### src/rtl/cordic_sched_pkg.sv
// Shared types and helpers for the round-robin CORDIC magnitude/phase scheduler.
package cordic_sched_pkg;

   typedef enum logic [1:0] {
      IDLE  = 2'd0,
      START = 2'd1,
      BUSY  = 2'd2,
      HOLD  = 2'd3
   } state_t;

   localparam int N_DEF   = 13;
   localparam int COR_LAT = N_DEF + 2;

   function automatic int ch_wdt(input int nch);
      return (nch > 1) ? $clog2(nch) : 1;
   endfunction

   // clocks from cor_st to cor_rdy for an N-iteration core
   function automatic int cor_lat(input int n);
      return n + 2;
   endfunction

endpackage

### src/rtl/cordic_rr_arb.sv
// Round-robin arbiter: first requester at or after the pointer wins, pointer
// moves one past the winner whenever a grant is issued.
module cordic_rr_arb
   import cordic_sched_pkg::*;
#(
   parameter int NCH = 4,
   localparam int CH_WDT = ch_wdt(NCH)
)(
   input  logic              clk,
   input  logic              reset,
   input  logic              sclr,
   input  logic [NCH-1:0]    req,
   input  logic              gnt_en,
   output logic [NCH-1:0]    gnt,
   output logic [CH_WDT-1:0] idx,
   output logic              req_any
);

   logic [CH_WDT-1:0] ptr;
   logic [CH_WDT-1:0] kk;
   logic              found;
   int                k;

   assign req_any = |req;

   // scan NCH slots starting at the pointer, wrapping once; first hit wins
   always_comb begin
      idx   = '0;
      found = 1'b0;
      k     = 0;
      kk    = '0;
      for (int i = 0; i < NCH; i++) begin
         k = int'(ptr) + i;
         if (k >= NCH) k = k - NCH;
         kk = CH_WDT'(k);
         if (!found && req[kk]) begin
            found = 1'b1;
            idx   = kk;
         end
      end
   end

   assign gnt = (gnt_en && found) ? (NCH'(1) << idx) : '0;

   always_ff @(posedge clk or posedge reset) begin
      if (reset)
         ptr <= '0;
      else if (sclr)
         ptr <= '0;
      else if (gnt_en && found)
         ptr <= (idx == CH_WDT'(NCH - 1)) ? '0 : idx + 1'b1;
   end

endmodule

### src/rtl/cordic_mag_ph_sched.sv
// Shares one serial CORDIC mag/phase core among NCH requesters, round-robin.
// Optional BUSY watchdog: define CORDIC_MAG_PH_SCHED_TIMEOUT_EN.
module cordic_mag_ph_sched
   import cordic_sched_pkg::*;
#(
   parameter int NCH    = 4,
   parameter int N      = 13,
   parameter int XY_WDT = 18,
   localparam int CH_WDT = ch_wdt(NCH)
)(
   input  logic                  clk,
   input  logic                  reset,
   input  logic                  sclr,
   input  logic                  en,
   input  logic [NCH-1:0]        req_vld,
   output logic [NCH-1:0]        req_rdy,
   input  logic [NCH*XY_WDT-1:0] req_x,
   input  logic [NCH*XY_WDT-1:0] req_y,
   output logic                  cor_st,
   output logic [XY_WDT-1:0]     cor_xin,
   output logic [XY_WDT-1:0]     cor_yin,
   input  logic                  cor_rdy,
   input  logic [XY_WDT-1:0]     cor_mag,
   input  logic [XY_WDT+1:0]     cor_ph,
   output logic                  res_vld,
   input  logic                  res_rdy,
   output logic [CH_WDT-1:0]     res_ch,
   output logic [XY_WDT-1:0]     res_mag,
   output logic [XY_WDT+1:0]     res_ph,
   output logic                  res_err,
   output logic                  busy
);

   if (NCH < 2 || NCH > 16) begin : g_bad_nch
      $error("cordic_mag_ph_sched: NCH must be 2..16");
   end
   if (N < 1) begin : g_bad_n
      $error("cordic_mag_ph_sched: N must be >= 1");
   end

   logic [NCH-1:0][XY_WDT-1:0] xa, ya;
   assign xa = req_x;
   assign ya = req_y;

   state_t            state, nxt;
   logic              go;
   logic [NCH-1:0]    gnt;
   logic [CH_WDT-1:0] gidx;
   logic              req_any;
   logic              tmo;

   // strobes are suppressed while frozen, clearing or in reset
   assign go      = en && !sclr && !reset;
   assign req_rdy = gnt;
   assign cor_st  = go && (state == START);
   assign busy    = (state != IDLE);

   cordic_rr_arb #(.NCH(NCH)) u_arb (
      .clk     (clk),
      .reset   (reset),
      .sclr    (sclr),
      .req     (req_vld),
      .gnt_en  (go && (state == IDLE)),
      .gnt     (gnt),
      .idx     (gidx),
      .req_any (req_any)
   );

`ifdef CORDIC_MAG_PH_SCHED_TIMEOUT_EN
   // tcnt runs 0..TO_LIM over the BUSY cycles; giving up on the last one
   localparam int TO_LIM = cor_lat(N) + 1;
   localparam int TO_W   = $clog2(TO_LIM + 1);
   logic [TO_W-1:0] tcnt;
   logic            err_q;

   assign tmo     = (state == BUSY) && !cor_rdy && (tcnt == TO_W'(TO_LIM));
   assign res_err = err_q;

   always_ff @(posedge clk or posedge reset) begin
      if (reset)
         tcnt <= '0;
      else if (sclr)
         tcnt <= '0;
      else if (en)
         tcnt <= (state == BUSY) ? tcnt + 1'b1 : '0;
   end

   always_ff @(posedge clk or posedge reset) begin
      if (reset)
         err_q <= 1'b0;
      else if (sclr)
         err_q <= 1'b0;
      else if (en) begin
         if (state == BUSY)
            err_q <= tmo;
         else if (state == HOLD && res_rdy)
            err_q <= 1'b0;
      end
   end
`else
   assign tmo     = 1'b0;
   assign res_err = 1'b0;
`endif

   always_comb begin
      nxt = state;
      case (state)
         IDLE:    if (req_any) nxt = START;
         START:   nxt = BUSY;
         BUSY:    if (cor_rdy || tmo) nxt = HOLD;
         HOLD:    if (res_rdy) nxt = IDLE;
         default: nxt = IDLE;
      endcase
   end

   always_ff @(posedge clk or posedge reset) begin
      if (reset)
         state <= IDLE;
      else if (sclr)
         state <= IDLE;
      else if (en)
         state <= nxt;
   end

   always_ff @(posedge clk or posedge reset) begin
      if (reset) begin
         cor_xin <= '0;
         cor_yin <= '0;
         res_ch  <= '0;
         res_mag <= '0;
         res_ph  <= '0;
         res_vld <= 1'b0;
      end else if (sclr) begin
         cor_xin <= '0;
         cor_yin <= '0;
         res_ch  <= '0;
         res_mag <= '0;
         res_ph  <= '0;
         res_vld <= 1'b0;
      end else if (en) begin
         case (state)
            IDLE: if (req_any) begin
               cor_xin <= xa[gidx];
               cor_yin <= ya[gidx];
               res_ch  <= gidx;
            end
            BUSY: if (cor_rdy) begin
               res_mag <= cor_mag;
               res_ph  <= cor_ph;
               res_vld <= 1'b1;
            end else if (tmo) begin
               res_mag <= '0;
               res_ph  <= '0;
               res_vld <= 1'b1;
            end
            HOLD: if (res_rdy) res_vld <= 1'b0;
            default: ;
         endcase
      end
   end

endmodule

### config.mk
export PLATFORM = sky130hd
export DESIGN_NAME = cordic_mag_ph_sched
export DESIGN_NICKNAME = d
export VERILOG_FILES = /design/src/rtl/cordic_sched_pkg.sv /design/src/rtl/cordic_rr_arb.sv /design/src/rtl/cordic_mag_ph_sched.sv
export SDC_FILE = /design/constraint.sdc
export NUM_CORES = 1
export LEC_CHECK = 0
export BUFFER_PORTS_ARGS = -buffer_cell sky130_fd_sc_hd__buf_2
export CAP_MARGIN = 20
export CELL_PAD_IN_SITES_DETAIL_PLACEMENT = 1
export CELL_PAD_IN_SITES_GLOBAL_PLACEMENT = 2
export CORE_ASPECT_RATIO = 0.5
export CORE_MARGIN = 2
export CORE_UTILIZATION = 26
export DETAILED_ROUTE_END_ITERATION = 12
export HOLD_SLACK_MARGIN = 0.03
export PLACE_DENSITY = 0.89
export RECOVER_POWER = 100
export REMOVE_ABC_BUFFERS = 1
export SYNTH_ARGS = -nofsm -noshare
export SYNTH_HDL_FRONTEND = slang
export SYNTH_SLANG_ARGS = --single-unit
### constraint.sdc
create_clock -name clk -period 2.8 [get_ports clk]
set_input_delay 0.42 -clock clk [delete_from_list [all_inputs] [get_ports clk]]
set_output_delay 0.42 -clock clk [all_outputs]
set_load 0.02 [all_outputs]
-- After elaboration in Yosys (flattened, before gate mapping)
Index checks and enable logic that the tools add are counted.
- $add $sub $neg: 8
- order comparisons: 9
- equal/unequal tests: 7
- shift operators: 1
- multiplexer cells: 59
- reductions and logical operators: 27
- operators with widths (operator ; number):
    $mux W18 ; 14
    $mux W20 ; 4
    $bmux W18 S2 ; 2
    $mux W2 ; 20
    $lt A2 B3 Y1 const B ; 5
    $reduce_bool A2 Y1 ; 7
    $mux W1 ; 12
    $ge A3 B3 Y1 const B ; 3
    $ne A3 B3 Y1 const B ; 3
    $bmux W1 S2 ; 4
    $logic_and A1 B1 Y1 ; 8
    $pmux W2 S4 ; 1
    $reduce_and A4 Y1 ; 2
    $sub A2 B1 Y2 const B ; 4
    $add A2 B2 Y3 const B ; 2
    $eq A2 B2 Y1 const B ; 3
    $reduce_and A3 Y1 ; 2
    $logic_not A1 Y1 ; 5
    $mux W4 ; 1
    $reduce_or A4 Y1 ; 1
    $shl A1 B2 Y4 const A ; 1
    $add A2 B1 Y3 const B ; 1
    $ge A2 B3 Y1 const B ; 1
    $reduce_bool A3 Y1 ; 1
    4 further kinds ; 4
- flip-flop bits (word level): 81
- logic and storage cells: 119

-- Longest topological paths before layout
Gate-level depths: netlist of run 1.
- depth in word-level cells: 20
- mapped depth: 8

-- Cells and area by module
A second synthesis of run 1 with hierarchy kept.
- cells, all modules: 276
- area, all modules: 4141.5 µm²
- modules (own cells, without submodules) (module ; times used ; cells each ; area each (µm²) ; sequential area each (µm²)):
    cordic_mag_ph_sched ; 1 ; 248 ; 3875.0 ; 1976.9
    cordic_rr_arb ; 1 ; 28 ; 266.5 ; 50.0

-- Least setup slack after synthesis of run 1
Ideal clock, no wire load.
- kind: input -> output
- start point: in req_vld[2]
- end point: out req_rdy[0]
- arrival: 1.874 ns
- setup slack: 0.506 ns
- stages on the path: 8
- path through: nor2b_1 or4_4 nand2_2 buf_6 buf_6 inv_1 ha_1 and2_1
- longest elaborated chain between the ends: 14
- ends and longest elaborated chain (element ; RTL line ; RTL):
    start, declared ; cordic_mag_ph_sched.sv:15 ; input logic [NCH-1:0] req_vld,
    $bmux W1 S2 ; cordic_rr_arb.sv:36 ; if (!found && req[kk]) begin
    $mux W1 (implied by the code) ; cordic_rr_arb.sv:36 ;
    $mux W1 ; cordic_rr_arb.sv:36 ;
    $logic_not A1 Y1 ; cordic_rr_arb.sv:36 ;
    $logic_and A1 B1 Y1 ; cordic_rr_arb.sv:36 ;
    $mux W1 ; cordic_rr_arb.sv:36 ;
    $logic_not A1 Y1 ; cordic_rr_arb.sv:36 ;
    $logic_and A1 B1 Y1 ; cordic_rr_arb.sv:36 ;
    $mux W1 ; cordic_rr_arb.sv:36 ;
    $logic_not A1 Y1 ; cordic_rr_arb.sv:36 ;
    $logic_and A1 B1 Y1 ; cordic_rr_arb.sv:36 ;
    $mux W2 / $mux W1 (equally long branches) ; cordic_rr_arb.sv:36 ;
    $shl A1 B2 Y4 / $logic_and A1 B1 Y1 (equally long branches) ; cordic_rr_arb.sv:43 ; assign gnt = (gnt_en && found) ? (NCH'(1) << idx) : '0;
    $mux W4 * ; cordic_rr_arb.sv:43 ;
    end, declared ; cordic_mag_ph_sched.sv:16 ; output logic [NCH-1:0] req_rdy,
Every way passes the cells marked *; elsewhere a longest branch is shown, timed or not. The select of a mux whose other input is x is not followed.

-- Worst setup path after layout of run 1
- start point: reg state[0]
- end point: out req_rdy[2]
- longest elaborated chain between the ends: 4
- ends and longest elaborated chain (element ; RTL line ; RTL):
    start, declared ; cordic_mag_ph_sched.sv:45 ; state_t state, nxt;
    start signal, assigned ; cordic_mag_ph_sched.sv:122 ; state <= nxt;
    $logic_not A2 Y1 ; cordic_mag_ph_sched.sv:63 ; .gnt_en (go && (state == IDLE)),
    $logic_and A1 B1 Y1 ; cordic_mag_ph_sched.sv:63 ;
    $logic_and A1 B1 Y1 ; cordic_rr_arb.sv:43 ;
    $mux W4 ; cordic_rr_arb.sv:43 ;
No other way between the ends.

==> metrics, run 1 <==
initial antenna violation count 2; commonest cells after routing, fill and taps aside buf_2 (194), clkbuf_1 (82), dfrtp_1 (81); setup bufs post-CTS 0; Area Overhead vs Synth 29.7%; Gate Count Post-Synth between 500 and 600; clock share of power 0.329; first-pass GRT wire length about 28000 um; vias in the first global route about 5200; gpl congestion between 0.7 and 0.8; CP max-delay cell nor3_1; initial core utilization 0.268; Worst path depth 6; commonest non-fill, non-tap cell in the layout buf_2; Post-DRT Antenna Nets 0; Total Power 3790 uW; Max Cap Viol 1; die width slightly above 200 um; startpoint class of the critical path flip-flop; Combinational Power Share 0.308; WL met3 807 um; Int Pwr 2450 uW; post_cts resized 0; VDD IR max approximately 0.23 mV; Net Sw Frac 0.353; fin area approximately 0.0069 mm^2; Power Density 552 mW/mm^2; Critical Path RT 2.38 ns; Period Utilization, post-route 0.922; Critical path buffers and inverters 2; cells on worst reg2reg path 5; Worst Tran Pin Value roughly 1.6 ns; drt via density roughly 4.8; placed cells roughly 1000; die area roughly 0.022 mm^2; fin cells between 1000 and 1500; DR iter-0 viols ~210; CTS H-tree lvls 3; type of the most critical hold path primary input to flip-flop; Post-Syn Area between 0.005 and 0.006 mm^2; Slew HR -0.0565; Synth top area share 0.383; nets@finish slightly below 1000; Placeable Area around 0.020 mm^2; Tmin final around 2.6 ns; Reg power frac 0.363; CP endpoint kind output port; cells along the critical path inv_1 > ha_1 > o311ai_2 > nor3_1 > and2_1 > buf_2; # IOs 276; Total Routing Usage GR 0.167; gr ovfl total 0; Seq/Total Area, Yosys 0.383; HPWL Detailed 13200 um; Yosys cell types 36; fillers approximately 2400; Crit Path Max Fanout 7; Pre-antenna DRT Iters 4; FF+latch count, synth 81; Worst-path clk slew roughly 0.070 ns; DRT met1 WL between 7000 and 8000 um; routed vias 4998; max-slew violations 34; yosys warns 0; Final Hold Vio Count 0; fmax approximately 390 MHz; Pleak approximately 0.0032 uW; layout cell share with drive strength beyond 1 0.385; Die Ht 105 um; placed cell area 0.00683 mm^2; CTS root buf clkbuf_16; Synth Area per Inst 9.99 um^2; clock sink count 81; failing checks capacitance limit, slew limit; Routed WL per cell 17.4 um; Synth area leader dfrtp_1; Max clock buf depth 2; Setup-failing EPs final 0; met2 routed WL 9520 um; Rows 36; Worst path top cell family by delay simple AND/OR/NAND/NOR gates; IO buf count 274; TritonCTS clock tree built; Hold-fix buffers, CTS 0; CTS Buf Count 9; clock skew 0.00493 ns; CP max stage delay approximately 0.6 ns; P_sw between 1000 and 1500 uW; Arrival @ worst endpoint 2.16 ns; Clock Latency Late Sink 0.34 ns; synth top area cells dfrtp_1 (38%), a211oi_2 (16%), and3_1 (8.5%), o31ai_2 (7.8%), nand2_1 (5.5%); DRC viols 0; Hold Crit Depth 3; routed wire length ~18000 um; top layer in use met4; status finished with violations; pin count of the biggest net entering global routing 77; RSZ-0062 raised after global routing false; critical path class flip-flop to output port
cell type report:
cell class | instances | area (um^2) | area share
diodes | 2 | 5.00 | 0.000729
inverters | 8 | 31.3 | 0.00456
multi-input cells | 388 | 2760 | 0.402
clock buffers | 11 | 243 | 0.0354
well taps | 266 | 333 | 0.0485
flip-flops and latches | 81 | 2030 | 0.295
repair buffers | 288 | 1400 | 0.204
clock inverters | 5 | 63.8 | 0.00929
logic make-up after synthesis:
kind of cell             Yosys count  synth area share
other                              1          0.000708
flip-flops                        81             0.383
multiplexers                       2           0.00378
adder cells (fa/ha/maj)            8            0.0189
buffers and inverters             61            0.0707
AO/OA/AOI/OAI                    160             0.305
AND/OR/NAND/NOR                  217             0.218
stage by stage:
| stage | hold WS (ns) | utilization | worst slack [ns] | TNS, ns |
|---|---|---|---|---|
| floorplan | 0.486 | - | -0.892 | -45.30 |
| global placement | 0.458 | 0.346 | 0.546 | 0 |
| detailed placement | 0.465 | 0.346 | 0.516 | 0 |
| CTS | 0.185 | 0.361 | 0.167 | 0 |
| global route | 0.308 | 0.348 | 0.00722 | 0 |
| finish | 0.329 | 0.348 | 0.218 | 0 |
final timing paths:
check                            start     endpoint  slack (ns)
setup / recovery              state[0]   req_rdy[2]        0.22
hold / removal             cor_mag[16]  res_mag[16]        0.33
setup reg to reg              state[0]   res_ph[19]        0.44
hold reg to reg              res_ph[0]    res_ph[0]        0.48
max in group asynchronous        reset   cor_yin[9]        0.96
min in group asynchronous        reset   res_mag[1]        0.51
cells in the mapped netlist, drive strengths merged:
master   instances
dfrtp           81
nand2           79
a211oi          72
and3            72
nand2b          41
o21ai           39
o31ai           37
buf             30
clkbuf          23
ha               8
inv              8
nor2             6
nor2b            5
nor3             5
and2             4
a21oi            3
a31oi            3
or4              3
a21boi           2
mux2i            2
or2              2
a21o             1
a2bb2oi          1
conb             1
o311ai           1
o32a             1
tightest hold or removal path, cell delays in order:
cell and delay (ns):
buf_2 0.09, nand2b_1 0.05, o21ai_0 0.07
power groups by stage:
stage                     Sequential (uW)  Combinational [uW]  Clock, uW
after floorplan                      1540                 606          0
after global placement               1390                1250          0
after detailed placement             1390                1280          0
after CTS                            1370                1280       1300
after global routing                 1400                1280       1360
final                                1380                1170       1250
flip-flops by register name, indices dropped and copies added, names as in the netlist:
| register | cells |
|---|---|
| state | 2 |
| res_mag | 18 |
| res_vld | 1 |
| cor_xin | 18 |
| u_arb.ptr | 2 |
| res_ph | 20 |
| res_ch | 2 |
| cor_yin | 18 |
routing by layer:
metal / up-vias / GRT usage
met2: 130 / 0.300
met1: 2433 / 0.196
met5: - / 0
li1: 2403 / -
met4: 0 / 0.0485
met3: 32 / 0.0412
Note: power is estimated with default switching activity, not from simulation.
==> run 2, diff against run 1 <==
--- a/config.mk
+++ b/config.mk
@@ -17,3 +17,2 @@
 export PLACE_DENSITY = 0.89
-export RECOVER_POWER = 100
 export REMOVE_ABC_BUFFERS = 1
==> constraint.sdc (replaced) <==
create_clock -name clk -period 2.8 [get_ports clk]
set_input_delay 0.28 -clock clk [delete_from_list [all_inputs] [get_ports clk]]
set_output_delay 0.28 -clock clk [all_outputs]
set_load 0.02 [all_outputs]
==> run 2 against run 1 <==
Clock power up 5%. Largest cell class unchanged. Register-to-register slack better by 0.11 ns. Critical path depth up 1. Core utilization up 1.5 points. Cell count about the same. Critical path type unchanged. The flow now finishes without violations. Hold slack worse by 0.14 ns. Maximum frequency up 8.4%. Worst setup slack better by 0.20 ns.
==> metrics, run 2 (synthesis gave the netlist of run 1 again) <==
status finished clean; die area 0.0216 mm^2 (unchanged); WL met3 849 um (+5.2%); min-delay src cor_mag[11]; DRT met1 WL 7430 um (about the same); Slew HR 0.574 (+0.631); drt via density 4.73 (-0.79%); fillers 2364 (-2.9%); Power Density 550 mW/mm^2 (-0.29%); Pleak 0.00355 uW (+12%); Routed WL per cell 17.5 um (+0.92%); Max clock buf depth 2 (unchanged); Worst Tran Pin Value 0.639 ns (-0.938 ns); type of the most critical hold path primary input to flip-flop; routed wire length 18400 um (+1.0%); Critical Path RT 2.52 ns (+0.14 ns); first-pass GRT wire length 28600 um (+0.97%); cells on worst reg2reg path 6 (+1); nets@finish 978 (+0.20%); register area 0.00203 mm^2 (unchanged); Hold Path Sink res_mag[11]; max-slew violations 0 (-100%); die width 206 um (unchanged); pin count of the biggest net entering global routing 74 (-3.9%); clock skew 0.0111 ns (+0.00614 ns); layout cell share with drive strength beyond 1 0.531 (+0.146); Area Overhead vs Synth 35.1%; IO buf count 274 (unchanged); CTS H-tree lvls 3 (unchanged); met2 routed WL 9710 um (+2.0%); clock sink count 81 (unchanged); Final Hold Vio Count 0 (unchanged); CTS root buf clkbuf_16; Biggest register res_ph; Total Routing Usage GR 0.170 (+0.00367); area of the multi-input gates 0.00292 mm^2 (+5.8%); Tmin final 2.38 ns (-0.200 ns); Worst-path clk slew 0.07 ns (about the same); TritonCTS clock tree built; # IOs 276 (unchanged); top layer in use met4; CTS Buf Count 9 (unchanged); commonest non-fill, non-tap cell in the layout buf_2; Clock Latency Late Sink 0.35 ns (about the same); Die Ht 105 um (unchanged); VDD IR max 0.242 mV (+4.1%); Rows 36 (unchanged); CP endpoint kind output port; Placeable Area 0.0197 mm^2 (unchanged); Hold Crit Depth 3 (unchanged); Post-DRT Antenna Nets 0 (unchanged); flop2flop setup slack 0.55 ns (+0.11 ns); vias in the first global route 5306 (+1.8%); startpoint class of the critical path flip-flop; fmax 420 MHz (+8.4%); commonest cells after routing, fill and taps aside buf_2 (274), dfrtp_1 (81), nand2_1 (78); Period Utilization, post-route 0.851 (-0.0714); Max Cap Viol 0 (-1); RSZ-0062 raised after global routing false; gpl congestion 0.778 (-1.0%); post_cts resized 0 (unchanged); initial core utilization 0.268 (unchanged); HPWL Detailed 13700 um (+3.2%); Reg2Reg Capture Point cor_xin[9]; Arrival @ worst endpoint 2.10 ns (-0.06 ns); initial antenna violation count 2 (unchanged); gr ovfl total 0 (unchanged); Sum Neg Setup Slack 0 ns (unchanged); RR Startpoint u_arb.ptr[1]; Setup-failing EPs final 0 (unchanged); placed cells 1032 (+0.097%); max reg flops 20 (unchanged); DRC viols 0 (unchanged); DR iter-0 viols 185 (-14%); routed vias 4963 (-0.70%); Pre-antenna DRT Iters 4 (unchanged); fin cells 1050 (+0.095%); critical path class flip-flop to output port; Crit Path Max Fanout 5 (-2); Total Power 3940 uW (+3.9%); final core occ 0.363 (+0.0146)
run 2: stage by stage:
stage          hold WS [ns]  worst slack [ns]  area, um^2
3_5_place_dp          0.349             0.568        6820
3_3_place_gp          0.340             0.664        6820
4_1_cts               0.175             0.400        7150
2_1_floorplan         0.346            -0.892        4950
6_report              0.189             0.418        7150
5_1_grt               0.192             0.305        7150
run 2: worst max-delay path by stage:
stage | depth (start not counted) | slack [ns] | startpoint | end
3_5_place_dp | 7 | 0.57 | req_vld[0] | cor_xin[9]
2_1_floorplan | 4 | -0.89 | state[0] | res_mag[0]
6_report | 7 | 0.42 | u_arb.ptr[1] | req_rdy[0]
4_1_cts | 7 | 0.40 | u_arb.ptr[1] | req_rdy[0]
3_3_place_gp | 7 | 0.66 | req_vld[2] | cor_xin[10]
5_1_grt | 7 | 0.31 | u_arb.ptr[1] | req_rdy[0]
run 2: repair_timing:
action	CTS	global route
endpoints found under the hold margin	25	0
hold buffers	1	0
setup buffers	0	0
run 2: report_power, final:
part | total (uW) | internal (uW) | switching, uW
clock | 1310 | 787 | 524
combinational | 1250 | 485 | 766
sequential | 1370 | 1300 | 74.3
run 2: area by class of cell:
cell class	instances	area share
Clock buffer	10	0.0320
Sequential cell	81	0.283
Tap cell	266	0.0465
Inverter	8	0.00437
Timing Repair Buffer	290	0.212
Clock inverter	6	0.0128
Antenna cell	1	0.000350
Multi-Input combinational cell	388	0.408
run 2: layer usage:
metal,vias to the layer above,track usage
li1,2408,-
met1,2409,0.193
met2,118,0.314
met3,28,0.0409
met4,0,0.0541
met5,-,0
run 2: critical path, cell delays in order, from the launching register on:
cell     delay [ns]
dfrtp_1        0.41
inv_1          0.10
or4_4          0.57
nand2_4        0.11
inv_1          0.06
ha_1           0.19
and2_1         0.15
buf_2          0.16
